## src/rtl/uart_boot_loader.sv

```systemverilog
// ---------------------------------------------------------------------------
// uart_boot_loader: boot-time bus master that downloads a program image over
// the UART, echoes every byte, stores 32-bit words and returns a checksum.
// Rev 1.0
// ---------------------------------------------------------------------------
`default_nettype none

module uart_boot_loader #(
  parameter int          WORDS    = 256,
  parameter logic [31:0] MEM_BASE = 32'h0000_0000
) (
  input  logic        cpuclk,
  input  logic        reset,
  input  logic        start,
  output logic        rd,
  output logic        wr,
  output logic [31:0] addr,
  output logic [31:0] wdata,
  input  logic [31:0] rdata,
  output logic        mem_wr,
  output logic [31:0] mem_addr,
  output logic [31:0] mem_wdata,
  output logic        busy,
  output logic        done,
  output logic        err,
  output logic [15:0] word_count
);

  localparam logic [31:0] C_ADDR_CON = 32'h4000_0020;
  localparam logic [31:0] C_ADDR_RX  = 32'h4000_001C;
  localparam logic [31:0] C_ADDR_TX  = 32'h4000_0018;
  localparam logic [16:0] C_WORDS    = 17'(WORDS);

  typedef enum logic [3:0] {
    S_IDLE, S_POLL_RX, S_READ_RX, S_ECHO, S_WAIT_TX, S_DISPATCH,
    S_STORE, S_SEND_SUM, S_SEND_ERR, S_WAIT_FIN, S_DONE
  } state_t;

  state_t      state_q, state_d;
  logic [7:0]  byte_q, byte_d, sum_q, sum_d;
  logic [1:0]  hdr_q, hdr_d, lane_q, lane_d;
  logic [31:0] word_q, word_d;
  logic [15:0] n_q, n_d, wcnt_q, wcnt_d;
  logic        rx_pend_q, rx_pend_d, tx_pend_q, tx_pend_d;
  logic        done_q, done_d, err_q, err_d, busy_q, busy_d;
  logic        rd_q, rd_d, wr_q, wr_d, mem_wr_q, mem_wr_d;
  logic [31:0] addr_q, addr_d, wdata_q, wdata_d, mem_addr_q, mem_addr_d;
  logic [31:0] mem_wdata_q, mem_wdata_d;
  logic [15:0] n_full;
  logic        con_rd, rx_seen, tx_seen;
  logic        unused_rdata_hi;

  assign unused_rdata_hi = ^rdata[31:8];

  always_comb begin
    state_d   = state_q;
    byte_d    = byte_q;
    sum_d     = sum_q;
    hdr_d     = hdr_q;
    lane_d    = lane_q;
    word_d    = word_q;
    n_d       = n_q;
    wcnt_d    = wcnt_q;
    done_d    = done_q;
    err_d     = err_q;
    n_full    = {byte_q, n_q[7:0]};
    // Status bits are cleared by the read itself, so every poll result is kept
    con_rd    = rd_q && (addr_q == C_ADDR_CON);
    rx_seen   = rx_pend_q | (con_rd & rdata[3]);
    tx_seen   = tx_pend_q | (con_rd & rdata[2]);
    rx_pend_d = rx_seen;
    tx_pend_d = tx_seen;

    case (state_q)
      S_IDLE: begin
        if (start) begin
          state_d   = S_POLL_RX;
          hdr_d     = 2'd0;
          lane_d    = 2'd0;
          sum_d     = 8'h00;
          wcnt_d    = 16'h0000;
          done_d    = 1'b0;
          err_d     = 1'b0;
          rx_pend_d = 1'b0;
          tx_pend_d = 1'b0;
        end
      end
      S_POLL_RX: begin
        if (rx_seen) begin
          rx_pend_d = 1'b0;
          state_d   = S_READ_RX;
        end
      end
      S_READ_RX: begin
        byte_d  = rdata[7:0];
        state_d = S_ECHO;
      end
      S_ECHO: state_d = S_WAIT_TX;
      S_WAIT_TX: begin
        if (tx_seen) begin
          tx_pend_d = 1'b0;
          state_d   = S_DISPATCH;
        end
      end
      S_DISPATCH: begin
        case (hdr_q)
          2'd0: begin
            n_d[7:0] = byte_q;
            hdr_d    = 2'd1;
            state_d  = S_POLL_RX;
          end
          2'd1: begin
            n_d[15:8] = byte_q;
            hdr_d     = 2'd2;
            if ({1'b0, n_full} > C_WORDS) begin
              err_d   = 1'b1;
              state_d = S_SEND_ERR;
            end else if (n_full == 16'h0000) begin
              state_d = S_SEND_SUM;
            end else begin
              state_d = S_POLL_RX;
            end
          end
          default: begin
            // Little-endian: the first byte of a word ends up in bits 7:0
            sum_d   = sum_q + byte_q;
            word_d  = {byte_q, word_q[31:8]};
            lane_d  = lane_q + 2'd1;
            state_d = (lane_q == 2'd3) ? S_STORE : S_POLL_RX;
          end
        endcase
      end
      S_STORE: begin
        wcnt_d  = wcnt_q + 16'd1;
        state_d = (wcnt_d == n_q) ? S_SEND_SUM : S_POLL_RX;
      end
      S_SEND_SUM, S_SEND_ERR: state_d = S_WAIT_FIN;
      S_WAIT_FIN: begin
        if (tx_seen) begin
          tx_pend_d = 1'b0;
          state_d   = S_DONE;
        end
      end
      S_DONE:  state_d = S_IDLE;
      default: state_d = S_IDLE;
    endcase

    // Outputs are registered alongside the state they belong to
    rd_d        = 1'b0;
    wr_d        = 1'b0;
    addr_d      = 32'h0;
    wdata_d     = 32'h0;
    mem_wr_d    = 1'b0;
    mem_addr_d  = 32'h0;
    mem_wdata_d = 32'h0;
    busy_d      = (state_d != S_IDLE) && (state_d != S_DONE);
    if (state_d == S_DONE) done_d = 1'b1;

    case (state_d)
      S_POLL_RX, S_WAIT_TX, S_WAIT_FIN: begin
        rd_d   = 1'b1;
        addr_d = C_ADDR_CON;
      end
      S_READ_RX: begin
        rd_d   = 1'b1;
        addr_d = C_ADDR_RX;
      end
      S_ECHO, S_SEND_SUM, S_SEND_ERR: begin
        wr_d    = 1'b1;
        addr_d  = C_ADDR_TX;
        wdata_d = (state_d == S_ECHO)     ? {24'h0, byte_d} :
                  (state_d == S_SEND_SUM) ? {24'h0, sum_d}  : 32'h0000_00EE;
      end
      S_STORE: begin
        mem_wr_d    = 1'b1;
        mem_addr_d  = MEM_BASE + {14'h0, wcnt_q, 2'b00};
        mem_wdata_d = word_d;
      end
      default: ;
    endcase
  end

  always_ff @(posedge cpuclk) begin
    if (reset) begin
      state_q     <= S_IDLE;
      byte_q      <= 8'h00;
      sum_q       <= 8'h00;
      hdr_q       <= 2'd0;
      lane_q      <= 2'd0;
      word_q      <= 32'h0;
      n_q         <= 16'h0;
      wcnt_q      <= 16'h0;
      rx_pend_q   <= 1'b0;
      tx_pend_q   <= 1'b0;
      done_q      <= 1'b0;
      err_q       <= 1'b0;
      busy_q      <= 1'b0;
      rd_q        <= 1'b0;
      wr_q        <= 1'b0;
      addr_q      <= 32'h0;
      wdata_q     <= 32'h0;
      mem_wr_q    <= 1'b0;
      mem_addr_q  <= 32'h0;
      mem_wdata_q <= 32'h0;
    end else begin
      state_q     <= state_d;
      byte_q      <= byte_d;
      sum_q       <= sum_d;
      hdr_q       <= hdr_d;
      lane_q      <= lane_d;
      word_q      <= word_d;
      n_q         <= n_d;
      wcnt_q      <= wcnt_d;
      rx_pend_q   <= rx_pend_d;
      tx_pend_q   <= tx_pend_d;
      done_q      <= done_d;
      err_q       <= err_d;
      busy_q      <= busy_d;
      rd_q        <= rd_d;
      wr_q        <= wr_d;
      addr_q      <= addr_d;
      wdata_q     <= wdata_d;
      mem_wr_q    <= mem_wr_d;
      mem_addr_q  <= mem_addr_d;
      mem_wdata_q <= mem_wdata_d;
    end
  end

  assign rd         = rd_q;
  assign wr         = wr_q;
  assign addr       = addr_q;
  assign wdata      = wdata_q;
  assign mem_wr     = mem_wr_q;
  assign mem_addr   = mem_addr_q;
  assign mem_wdata  = mem_wdata_q;
  assign busy       = busy_q;
  assign done       = done_q;
  assign err        = err_q;
  assign word_count = wcnt_q;

endmodule

`default_nettype wire

```

## config.mk

```make
export PLATFORM = sky130hd
export DESIGN_NAME = uart_boot_loader
export DESIGN_NICKNAME = d
export VERILOG_FILES = /design/src/rtl/uart_boot_loader.sv
export SDC_FILE = /design/constraint.sdc
export NUM_CORES = 1
export LEC_CHECK = 0
export ABC_AREA = 1
export CAP_MARGIN = 10
export CORE_ASPECT_RATIO = 0.6
export CORE_UTILIZATION = 53
export CTS_CLUSTER_SIZE = 28
export DETAILED_ROUTE_END_ITERATION = 7
export PLACE_DENSITY = 0.86
export SETUP_SLACK_MARGIN = 0.3
export SLEW_MARGIN = 20
export SYNTH_ARGS = -nofsm -noshare
export SYNTH_HDL_FRONTEND = slang
export SYNTH_SLANG_ARGS = --single-unit
```

## constraint.sdc

```tcl
create_clock -name cpuclk -period 4.3 [get_ports cpuclk]
set_input_delay 1.075 -clock cpuclk [delete_from_list [all_inputs] [get_ports cpuclk]]
set_output_delay 1.075 -clock cpuclk [all_outputs]
set_load 0.05 [all_outputs]
```

Word-level counts from Yosys, hierarchy flattened

Cells that the tools add are included.

Logic and storage cells: 126
Output and inout bits: 150
Input port bits: 35
Register bits: 224

Order comparisons: 1
Mux-type cells: 39
Reduce and logical (&&, ||, !) cells: 26
$add $sub $neg: 3
Equal/unequal tests: 28
Bitwise gates (word level): 6

Operators with widths:

| kind                    | count |
|---|---|
| $pmux W31 S3            | 1 |
| $mux W32                | 2 |
| $mux W8                 | 5 |
| $pmux W4 S9             | 1 |
| $eq A32 B31 Y1 const B  | 1 |
| $pmux W16 S2            | 1 |
| $eq A4 B3 Y1 const B    | 7 |
| $eq A4 B4 Y1 const B    | 5 |
| $mux W4                 | 5 |
| $add A16 B1 Y16 const B | 1 |
| $eq A16 B16 Y1          | 1 |
| $eq A4 B2 Y1 const B    | 4 |
| $gt A16 B9 Y1 const B   | 1 |
| $logic_not A16 Y1       | 1 |
| $mux W16                | 1 |
| $pmux W8 S2             | 1 |
| $pmux W2 S2             | 3 |
| $mux W1                 | 10 |
| $reduce_or A2 Y1        | 5 |
| $mux W3                 | 3 |
| $reduce_or A3 Y1        | 3 |
| $add A8 B8 Y8           | 1 |
| $eq A4 B1 Y1 const B    | 2 |
| $ne A2 B2 Y1 const B    | 4 |
| 20 further kinds        | 34 |

Longest topological paths before layout

Gate-level depths: netlist of run 1.

Depth in word-level cells: 10
Mapped depth: 18
Mapped depth without buffers: 17

Worst setup path before layout of run 1

Ideal clock, no wire load.

Path type: reg-to-reg
From: reg wcnt_q[1], in the netlist word_count[1]
To: reg addr_q[30], in the netlist addr[30]
Path buffers: 1
Arrival: 2.380 ns
Period minus slack after synthesis: 2.502 ns
Data required time: 4.178 ns
Stages on the path, launching flop included: 16
Path slack: 1.798 ns
Library setup time: 0.122 ns
Cell sequence: dfxtp_1 -> ha_1 -> nand3_2 -> nor2_4 -> nand2_1 -> nand3_1 -> nand3_1 -> nor2_1 -> nand3_1 -> nor2_2 -> nand2_2 -> nand3_1 -> buf_4 -> nor2_2 -> nor2_4 -> nand3_1

Word-level cells in the longest chain between the ends: 7
Elaborated cells between the ends (all ways): 14
Classes of those cells: add/sub (1); eq/ne (8); mux (3); reduce/logical (2)

Ends and longest elaborated chain:

| element                                    | RTL line | source |
|---|---|---|
| from (decl)                                | 43       | `logic [15:0] n_q, n_d, wcnt_q, wcnt_d;` |
| from (signal assigned)                     | 213      | `wcnt_q <= wcnt_d;` |
| $add A16 B1 Y16 (*)                        | 134      | `wcnt_d = wcnt_q + 16'd1;` |
| $eq A16 B16 Y1 (*)                         | 135      | `state_d = (wcnt_d == n_q) ? S_SEND_SUM : S_POLL_RX;` |
| $mux W3 (*)                                | 135      |  |
| $pmux W4 S9 (*)                            | 74       | `case (state_q)` |
| $eq A4 B2 Y1, or another cell as far along | 159      | `case (state_d)` |
| $reduce_or A3 Y1, on equally long branches | n/a      |  |
| $pmux W31 S3 (*)                           | 159      |  |
| to (signal assigned)                       | 221      | `addr_q <= addr_d;` |
| to (decl)                                  | 47       | `logic [31:0] addr_q, addr_d, wdata_q, wdata_d, mem_addr_q, mem_addr_d;` |

Mark *: on every way between the ends. The rest lies on a longest branch, timed or not.
A chain may end at the register's enable or synchronous reset.

Worst setup path in the final report of run 1

From: reg wcnt_q[0], in the netlist word_count[0]
To: out word_count[0]

RTL lines:

| element   | RTL line | source |
|---|---|---|
| to (decl) | 26       | `output logic [15:0] word_count` |

No word-level cell between the ends.

==> results of run 1 <==
per-stage QoR:
| stage | total power [mW] | util, % | setup WS (ps) |
|---|---|---|---|
| 6_report | 3.208 | 65.16 | 1328 |
| 5_1_grt | 3.307 | 65.16 | 1187 |
| 4_1_cts | 3.222 | 65.16 | 1345 |
| 3_5_place_dp | 1.713 | 60.32 | 1143 |
| 3_3_place_gp | 1.712 | 60.32 | 1151 |
| 2_1_floorplan | 1.727 | - | 1798 |
cells in the mapped netlist, types with 9 or more instances:
cell type  count
nand2_1      209
dfxtp_1      156
nor2_1       135
inv_1        125
buf_4         71
a21oi_1       55
o21ai_0       49
nand3_1       46
clkbuf_1      25
nand4_1       19
nor3_1        13
ha_1           9
layout by cell type, fill, tap and decap left out, drive strengths merged:
master / count
conb: 67
nand2: 217
nand4: 19
o211a: 1
o21ai: 51
xor2: 2
nand3: 48
fa: 1
buf: 5
clkdlybuf4s50: 92
inv: 134
clkinv: 11
nand3b: 2
nor2: 148
xnor2: 2
a21o: 1
clkbuf: 17
a211oi: 3
or2: 3
a31oi: 2
ha: 9
a22oi: 3
a21oi: 56
a311oi: 1
nor3: 13
dfxtp: 156
state kept, by name (all words and copies together) (netlist names), 2 cells and up:
name        cells
byte_q          8
mem_wdata      32
mem_addr       16
sum_q           8
wdata           8
hdr_q           2
state_q         4
word_q         32
lane_q          2
word_count     16
addr            4
n_q            16
worst min path at each step:
stage                                      end                 start  depth (start not counted)
after floorplan           n_q[12]$_SDFFE_PP0P_  n_q[12]$_SDFFE_PP0P_                          2
after global placement    n_q[10]$_SDFFE_PP0P_  n_q[10]$_SDFFE_PP0P_                          2
after detailed placement  n_q[12]$_SDFFE_PP0P_  n_q[12]$_SDFFE_PP0P_                          2
after CTS                 n_q[13]$_SDFFE_PP0P_  n_q[13]$_SDFFE_PP0P_                          2
after global routing         done$_SDFFE_PP0P_     done$_SDFFE_PP0P_                          2
final                     n_q[13]$_SDFFE_PP0P_  n_q[13]$_SDFFE_PP0P_                          2
power by group:
group	internal (mW)	leakage [nW]	switching (mW)
Combinational	0.0298	1.95	0.199
Sequential	1.45	1.26	0.00529
Clock	0.795	0.301	0.728
Total	2.28	3.51	0.932
routing by layer:
metal,vias up,wire [um],track usage (%)
li1,3056,-,-
met1,2745,7864,36.23
met2,296,6714,35.15
met3,29,1648,7.980
met4,0,240,7.744
met5,-,0,0
kinds of logic after synthesis:
logic type      synth area share (%)
simple gates                   27.62
buf+inv                        16.26
xor+xnor                      0.5020
compound gates                 8.926
flops                          44.74
fa+ha+maj                      1.900
other cells                  0.05372
worst register-to-register path: stages, from the launching register on:
cell and delay (ps):
dfxtp_1 590, ha_1 290, nand3_2 150, nor2_4 230, nand2_1 120, nand3_1 100
nand3_1 80, nor2_1 100, nand3_1 170, nor2_2 130, nand2_2 100, nand3_1 300
nand2_1 130, nor2_1 190, nor2_4 60, nand3_1 60
cell type report:
| cell class | count | share of cell area, % |
|---|---|---|
| Sequential cell | 156 | 37.29 |
| Multi-Input combinational cell | 649 | 35.50 |
| Timing Repair Buffer | 97 | 11.41 |
| Tap cell | 170 | 2.540 |
| Inverter | 130 | 5.827 |
| Clock inverter | 15 | 2.346 |
| Clock buffer | 17 | 5.080 |
==> flow_summary_export.csv, run 1 <==
group,metric,value,unit
status,status,"complete, but fails checks",
status,violations,"design-rule violations",
grt,grt_max_degree,72,
synth,synth_cell_types,37,
finish,layout.nets,1096,
route,drc,1,
synth,synth_top_cell_by_area,"dfxtp_1",
min_path,hp-class,"reg -> reg",
synth,ys.flop_type,"dfxtp_1",
clock_network,clkLatencyLatePin,430,ps
setup_path,end_kind,"primary output",
grt,grt_remaining_overflow,0,
route,initialDrtViolationCount,561,
place,placed_area,7752,um^2
clock_network,cts_hold_buf,0,
clock_network,path_clk_slew,70,ps
grt,grt_pass1_wl,26.65,mm
place,dpl.cell_count,1202,
clock_network,postCtsSetupBuffers,0,
clock_network,cts_tree,"built",
place,gp_congestion,0.8832,
synth,ys_warn_count,0,
setup_path,criticalPathCategory,"reg -> out",
floorplan,start_util,54.31,%
floorplan,core,12850,um^2
route,dr.pass1.iters,7,
timing,finalCriticalPeriod,2972,ps
place,io_buffers,93,
setup_path,start_kind,"register",
route,via_count,6126,
timing,rsz0062_at_grt,"false",
finish,antenna_cells,0,
clock_network,cts-resized-gates,0,
clock_network,clock-root-buffer,"clkbuf_16",
grt,track_usage,25.10,%
setup_path,cp_num_buf_inv,1,
timing,fin_hold_ws,479.7,ps
finish,syn_to_final_growth,19.97,%
setup_path,endpoint,"word_count[0]",
floorplan,num_io_pins,185,
finish,regArea,3123,um^2
synth,synth-edff-count,0,
timing,relSlewSlack,34.92,%
setup_path,worst_ep_arrival_time,1900,ps
timing,max_freq,336.5,MHz
power_and_ir_drop,ir_worst_vdd,0.0002659,V
flow_run,cap_violations,0,
setup_path,critPathSlowestCell,"clkdlybuf4s50_1",
finish,multi_input_area,2973,um^2
finish,drive_above_1_share,6.485,%
route,vias_per_cell,4.964,
synth,netlist_instances,968,
setup_path,reg2reg_slack,1430,ps
floorplan,die_w,150.2,um
timing,period_share,69.11,%
synth,synth_seq_cells,156,
finish,layout.cells.non_filler,1234,
timing,fin_tns_setup,0,ps
setup_path,max_stage_delay,880,ps
timing,setup_viol,0,
route,wl_per_cell,13.35,um
grt,antenna_found_initial,0,
finish,fill_cells,1092,
power_and_ir_drop,leakagePower,3.509,nW
power_and_ir_drop,power.density,383.0,nW/um^2
setup_path,r2r_cells,15,
timing,final_hold_viol_count,0,
setup_path,cp_max_fo,9,
setup_path,crit_family,"buffers and inverters",
synth,post_synth.cell_area_avg,7.211,um^2
grt,grt_pass1_vias,5478,
synth,synthTopCellsByArea,"dfxtp_1, nand2_1, buf_4",
setup_path,cp_num_cells,1,
clock_network,cts.sinks,156,
clock_network,htree_levels,4,
place,dpl.hpwl,11.30,mm
route,postRouteAntennaNets,0,
timing,finalMaxSlewViolations,0,
synth,netlist.area_leader.share,44.74,%
route,wl,16.47,mm
setup_path,r2r-start,"word_count[0]$_SDFFE_PP0P_",
floorplan,die_height,90.90,um
timing,skew,13.01,ps
timing,worstMarginPinSlew,975.2,ps
synth,ys_seq_area_share,44.74,%
setup_path,setup.worst_path.start,"word_count[0]$_SDFFE_PP0P_",
synth,async_reset_ff_share,0,%
synth,synth.cell_area,6980,um^2
clock_network,ctsLongestPathBuffers,2,
floorplan,num_rows,32,
setup_path,r2r-end,"addr[30]$_SDFF_PP0_",
setup_path,required,3220,ps
finish,design_area,8374,um^2
setup_path,path_cells,"clkdlybuf4s50_1",
clock_network,cts_buffers,17,
floorplan,die_area,13650,um^2
Power figures use the tool's default switching activity.
==> inputs of run 2 (changes only) <==
--- a/config.mk
+++ b/config.mk
@@ -8,10 +8,10 @@
 export ABC_AREA = 1
 export CAP_MARGIN = 10
 export CORE_ASPECT_RATIO = 0.6
-export CORE_UTILIZATION = 53
+export CORE_UTILIZATION = 49
 export CTS_CLUSTER_SIZE = 28
 export DETAILED_ROUTE_END_ITERATION = 7
-export PLACE_DENSITY = 0.86
+export PLACE_DENSITY = 0.81
 export SETUP_SLACK_MARGIN = 0.3
 export SLEW_MARGIN = 20
 export SYNTH_ARGS = -nofsm -noshare
==> constraint.sdc (replaced) <==
create_clock -name cpuclk -period 2.8 [get_ports cpuclk]
set_input_delay 0.7 -clock cpuclk [delete_from_list [all_inputs] [get_ports cpuclk]]
set_output_delay 0.7 -clock cpuclk [all_outputs]
set_load 0.05 [all_outputs]
==> run 2 against run 1 <==
Net effect: the flow now finishes without violations; global-route usage fell by 2.1 points; worst setup slack got worse by 980 ps; non-clock buffer count grew 13; critical path type unchanged; largest cell class unchanged.
==> flow_summary_export.csv, run 2 (synthesis gave the netlist of run 1 again) <==
group,metric,value,unit
finish,layout.nets,1110,
setup_path,cp_max_fo,6,
clock_network,cts_buffers,17,
place,gp_congestion,0.8752,
timing,max_freq,407.7,MHz
timing,relSlewSlack,57.87,%
finish,fin_util,62.09,%
timing,rsz0062_at_grt,"true",
route,wl,16.65,mm
clock_network,cts.sinks,156,
finish,final_cell_mix,"nand2_1, dfxtp_1, nor2_1",
setup_path,path_cells,"clkdlybuf4s50_1",
setup_path,worst_ep_arrival_time,1750,ps
setup_path,max_stage_delay,870,ps
finish,antenna_cells,0,
timing,skew,11.88,ps
setup_path,required,2100,ps
clock_network,clock-root-buffer,"clkbuf_16",
timing,final_hold_viol_count,0,
power_and_ir_drop,finalPower,4.899,mW
grt,track_usage,22.96,%
route,via_count,6186,
timing,finalCriticalPeriod,2453,ps
route,dr.pass1.iters,5,
route,initialDrtViolationCount,595,
floorplan,die_w,156.1,um
clock_network,ctsLongestPathBuffers,2,
setup_path,end_kind,"primary output",
min_path,hp-class,"reg -> reg",
setup_path,criticalPathCategory,"reg -> out",
power_and_ir_drop,leakagePower,3.650,nW
setup_path,critPathSlowestCell,"clkdlybuf4s50_1",
finish,final_common_cell,"nand2_1",
floorplan,num_io_pins,185,
clock_network,cts_tree,"built",
finish,regArea,3131,um^2
floorplan,die_height,94.45,um
status,status,"finished, final reports clean",
timing,period_share,87.60,%
power_and_ir_drop,power.density,572.1,nW/um^2
grt,grt_pass1_wl,26.21,mm
setup_path,cp_num_buf_inv,1,
route,wl_per_cell,13.11,um
floorplan,core,13790,um^2
place,io_buffers,93,
route,vias_per_cell,4.871,
flow_run,cap_violations,0,
finish,syn_to_final_growth,22.67,%
place,dpl.hpwl,11.74,mm
clock_network,htree_levels,4,
clock_network,path_clk_slew,70,ps
timing,finalMaxSlewViolations,0,
timing,worstMarginPinSlew,631.2,ps
floorplan,die_area,14740,um^2
grt,grt_max_degree,39,
setup_path,start_kind,"register",
timing,setup_viol,0,
finish,fill_cells,1179,
grt,antenna_found_initial,0,
timing,fin_tns_setup,0,ps
clock_network,clkLatencyLatePin,430,ps
route,drc,0,
finish,multi_input_area,3029,um^2
finish,drive_above_1_share,8.720,%
setup_path,crit_family,"buffers and inverters",
grt,grt_remaining_overflow,0,
route,postRouteAntennaNets,0,
power_and_ir_drop,ir_worst_vdd,0.0003948,V
clock_network,cts_hold_buf,0,
floorplan,num_rows,33,
grt,grt_pass1_vias,5161,
floorplan,start_util,50.62,%
==> run 2: cell count changes in the layout (fill, tap and decap cells not counted), moves of 3 or more <==
cell and delta:
dfxtp_2 +3, clkdlybuf4s50_1 -4, dfxtp_1 -4, buf_4 +13, nor2_2 +3, nor2_1 -4
==> run 2: path summary, 6_finish.rpt <==
| kind | cells past startpoint | end | slack, ps | from |
|---|---|---|---|---|
| max | 1 | word_count[10] | 350 | word_count[10]$_SDFFE_PP0P_ |
| min | 2 | n_q[14]$_SDFFE_PP0P_ | 470 | n_q[14]$_SDFFE_PP0P_ |
| max reg2reg | 18 | wdata[0]$_SDFF_PP0_ | 420 | word_count[0]$_SDFFE_PP0P_ |
| min reg2reg | 2 | n_q[14]$_SDFFE_PP0P_ | 470 | n_q[14]$_SDFFE_PP0P_ |
==> run 2: metal layers <==
metal	wire length, um	global-route usage (%)	vias up
li1	-	-	3090
met1	8062	33.94	2796
met2	6845	32.81	282
met3	1584	6.104	18
met4	154	5.474	0
met5	0	0	-
==> run 2: per-stage QoR <==
step                worst slack (ps)  cells  hold WS, ps  instance area (um^2)
finish                         347.2   1270        470.9                  8563
global route                   264.0   1270        485.6                  8563
CTS                            303.4   1267        475.4                  8493
detailed placement             147.7   1235        462.5                  7864
global placement               190.8   1235        459.3                  7864
floorplan                      400.8   1034        444.4                  7229
==> run 2: layout make-up <==
cell class                      count  share of cell area [%]
Clock buffer                       17                   4.968
Clock inverter                     15                   2.265
Inverter                          130                   5.698
Multi-Input combinational cell    650                   35.37
Sequential cell                   156                   36.56
Tap cell                          192                   2.805
Timing Repair Buffer              110                   12.33
==> run 2: worst register-to-register path: stages, from the launching register on <==
cell and delay (ps):
dfxtp_4 380, ha_2 200, nand2_1 110, nor2_4 190, buf_4 150, nand3_1 80, nand2_1 110, nand2_1 70
nand2_1 70, nand2_1 60, nor2_1 90, nand2_1 60, nor2_2 140, nand2_4 110, nand3_4 130, nand2_4 50
nand2_2 70, nand2_4 110, a21oi_1 150
==> run 2: report_power, final <==
part	internal, mW	switching, mW
clock network	1.22	1.09
registers	2.23	0.00784
logic	0.0501	0.306
total	3.49	1.41
==> run 2: timing repair <==
| item | 4_1_cts | 5_1_grt |
|---|---|---|
| gates resized for setup | 4 | 16 |
| pin swaps | 0 | 4 |
| cloned | 0 | 1 |
| hold endpoints to repair | 0 | 0 |
| buffers inserted | 0 | 2 |
| setup endpoints to repair | 14 | 17 |
==> inputs of run 3 (changes only) <==
--- a/config.mk
+++ b/config.mk
@@ -11,6 +11,7 @@
 export CORE_UTILIZATION = 49
 export CTS_CLUSTER_SIZE = 28
 export DETAILED_ROUTE_END_ITERATION = 7
+export MAX_ROUTING_LAYER = met4
 export PLACE_DENSITY = 0.81
 export SETUP_SLACK_MARGIN = 0.3
 export SLEW_MARGIN = 20
==> run 3 against run 2 <==
Net effect: first-iteration DRC count is 9.7% lower; highest routed layer unchanged; non-clock buffer count stayed put; power is 0.42% higher; cell area is 0.23% higher.
==> flow_summary_export.csv, run 3 (synthesis gave the netlist of run 1 again) <==
group,metric,value,unit
setup_path,required,2100,ps
setup_path,max_stage_delay,860,ps
place,dpl.hpwl,12.01,mm
timing,final_hold_viol_count,0,
setup_path,cp_max_fo,6,
timing,setup_viol,0,
finish,layout.cells.non_filler,1270,
grt,grt_pass1_wl,26.79,mm
route,via_count,6193,
clock_network,clock-root-buffer,"clkbuf_16",
finish,final_cell_mix,"nand2_1, dfxtp_1, nor2_1",
power_and_ir_drop,leakagePower,3.670,nW
setup_path,crit_family,"buffers and inverters",
floorplan,die_area,14740,um^2
grt,track_usage,24.31,%
floorplan,start_util,50.62,%
floorplan,num_rows,33,
finish,final_common_cell,"nand2_1",
route,drc,0,
grt,grt_pass1_vias,5369,
clock_network,cts_tree,"built",
setup_path,start_kind,"register",
power_and_ir_drop,ir_worst_vdd,0.0004470,V
route,vias_per_cell,4.876,
route,initialDrtViolationCount,537,
place,gp_congestion,0.9165,
status,status,"finished, final reports clean",
floorplan,num_io_pins,185,
grt,antenna_found_initial,0,
clock_network,cts_buffers,17,
min_path,hp-class,"reg -> reg",
grt,grt_max_degree,43,
timing,finalCriticalPeriod,2433,ps
place,io_buffers,93,
setup_path,r2r_cells,15,
clock_network,clkLatencyLatePin,430,ps
timing,relSlewSlack,59.17,%
route,wl,17.22,mm
finish,antenna_cells,0,
setup_path,critPathSlowestCell,"clkdlybuf4s50_1",
finish,fin_util,62.24,%
route,postRouteAntennaNets,0,
timing,skew,15.02,ps
timing,rsz0062_at_grt,"true",
place,dpl.cell_count,1236,
finish,syn_to_final_growth,22.96,%
clock_network,path_clk_slew,70,ps
min_path,holdPathStages,2,
setup_path,cp_num_buf_inv,1,
clock_network,htree_levels,4,
clock_network,ctsLongestPathBuffers,2,
floorplan,core,13790,um^2
setup_path,criticalPathCategory,"reg -> out",
power_and_ir_drop,finalPower,4.920,mW
timing,worstMarginPinSlew,611.7,ps
finish,layout.nets,1110,
grt,grt_remaining_overflow,0,
timing,fin_tns_setup,0,ps
route,dr.pass1.iters,6,
floorplan,die_w,156.1,um
timing,period_share,86.88,%
setup_path,path_cells,"clkdlybuf4s50_1",
timing,finalMaxSlewViolations,0,
setup_path,cp_num_cells,1,
setup_path,end_kind,"primary output",
floorplan,die_height,94.45,um
timing,max_freq,411.1,MHz
finish,drive_above_1_share,8.905,%
route,wl_per_cell,13.56,um
clock_network,cts_hold_buf,0,
setup_path,worst_ep_arrival_time,1730,ps
power_and_ir_drop,power.density,573.2,nW/um^2
flow_run,cap_violations,0,
clock_network,cts.sinks,156,
-- run 3: layout make-up --
cell class              count  area, um^2
flip-flops and latches    156        3127
fillers                  1237        5207
multi-input cells         650        3054
inverters                 130       488.0
well taps                 192       240.2
clock inverters            15       190.2
clock buffers              17       425.4
repair buffers            110        1059
-- run 3: timing repair --
action / CTS / global route
cloned: 0 / 1
gates resized for setup: 4 / 20
buffers inserted: 0 / 1
pin swaps: 1 / 1
endpoints found under the setup margin: 14 / 18
-- run 3: per-stage QoR --
step           hold slack (ps)  instance area (um^2)  worst slack (ps)
3_5_place_dp             464.8                  7871             165.3
4_1_cts                  478.3                  8491             307.1
2_1_floorplan            444.4                  7229             400.8
6_report                 479.3                  8583             367.4
3_3_place_gp             460.4                  7871             195.5
5_1_grt                  493.5                  8583             262.6
-- run 3: power breakdown --
group	internal [mW]	switching (mW)	total (mW)
Clock	1.22	1.11	2.33
Sequential	2.23	0.00755	2.24
Combinational	0.0503	0.308	0.358
Total	3.50	1.42	4.92
-- run 3: final timing paths --
check                                   start                     to  slack [ps]
setup reg to reg   word_count[0]$_SDFFE_PP0P_    addr[30]$_SDFF_PP0_         400
hold / removal          hdr_q[0]$_SDFFE_PP0P_  hdr_q[0]$_SDFFE_PP0P_         480
setup / recovery  word_count[10]$_SDFFE_PP0P_         word_count[10]         370
hold reg to reg         hdr_q[0]$_SDFFE_PP0P_  hdr_q[0]$_SDFFE_PP0P_         480
-- run 3: per-layer routing --
metal,track usage [%],share of wire [%],up-vias,wire [um]
li1,-,-,3095,-
met1,34.00,47,2776,8106
met2,34.52,41,292,7139
met3,6.471,9.8,30,1693
met4,5.882,1.6,0,276
met5,-,0,-,0
-- run 3: worst min-delay path: stages (launching register included) --
cell and delay (ps):
dfxtp_1 310, nand3_1 70, a21oi_1 50
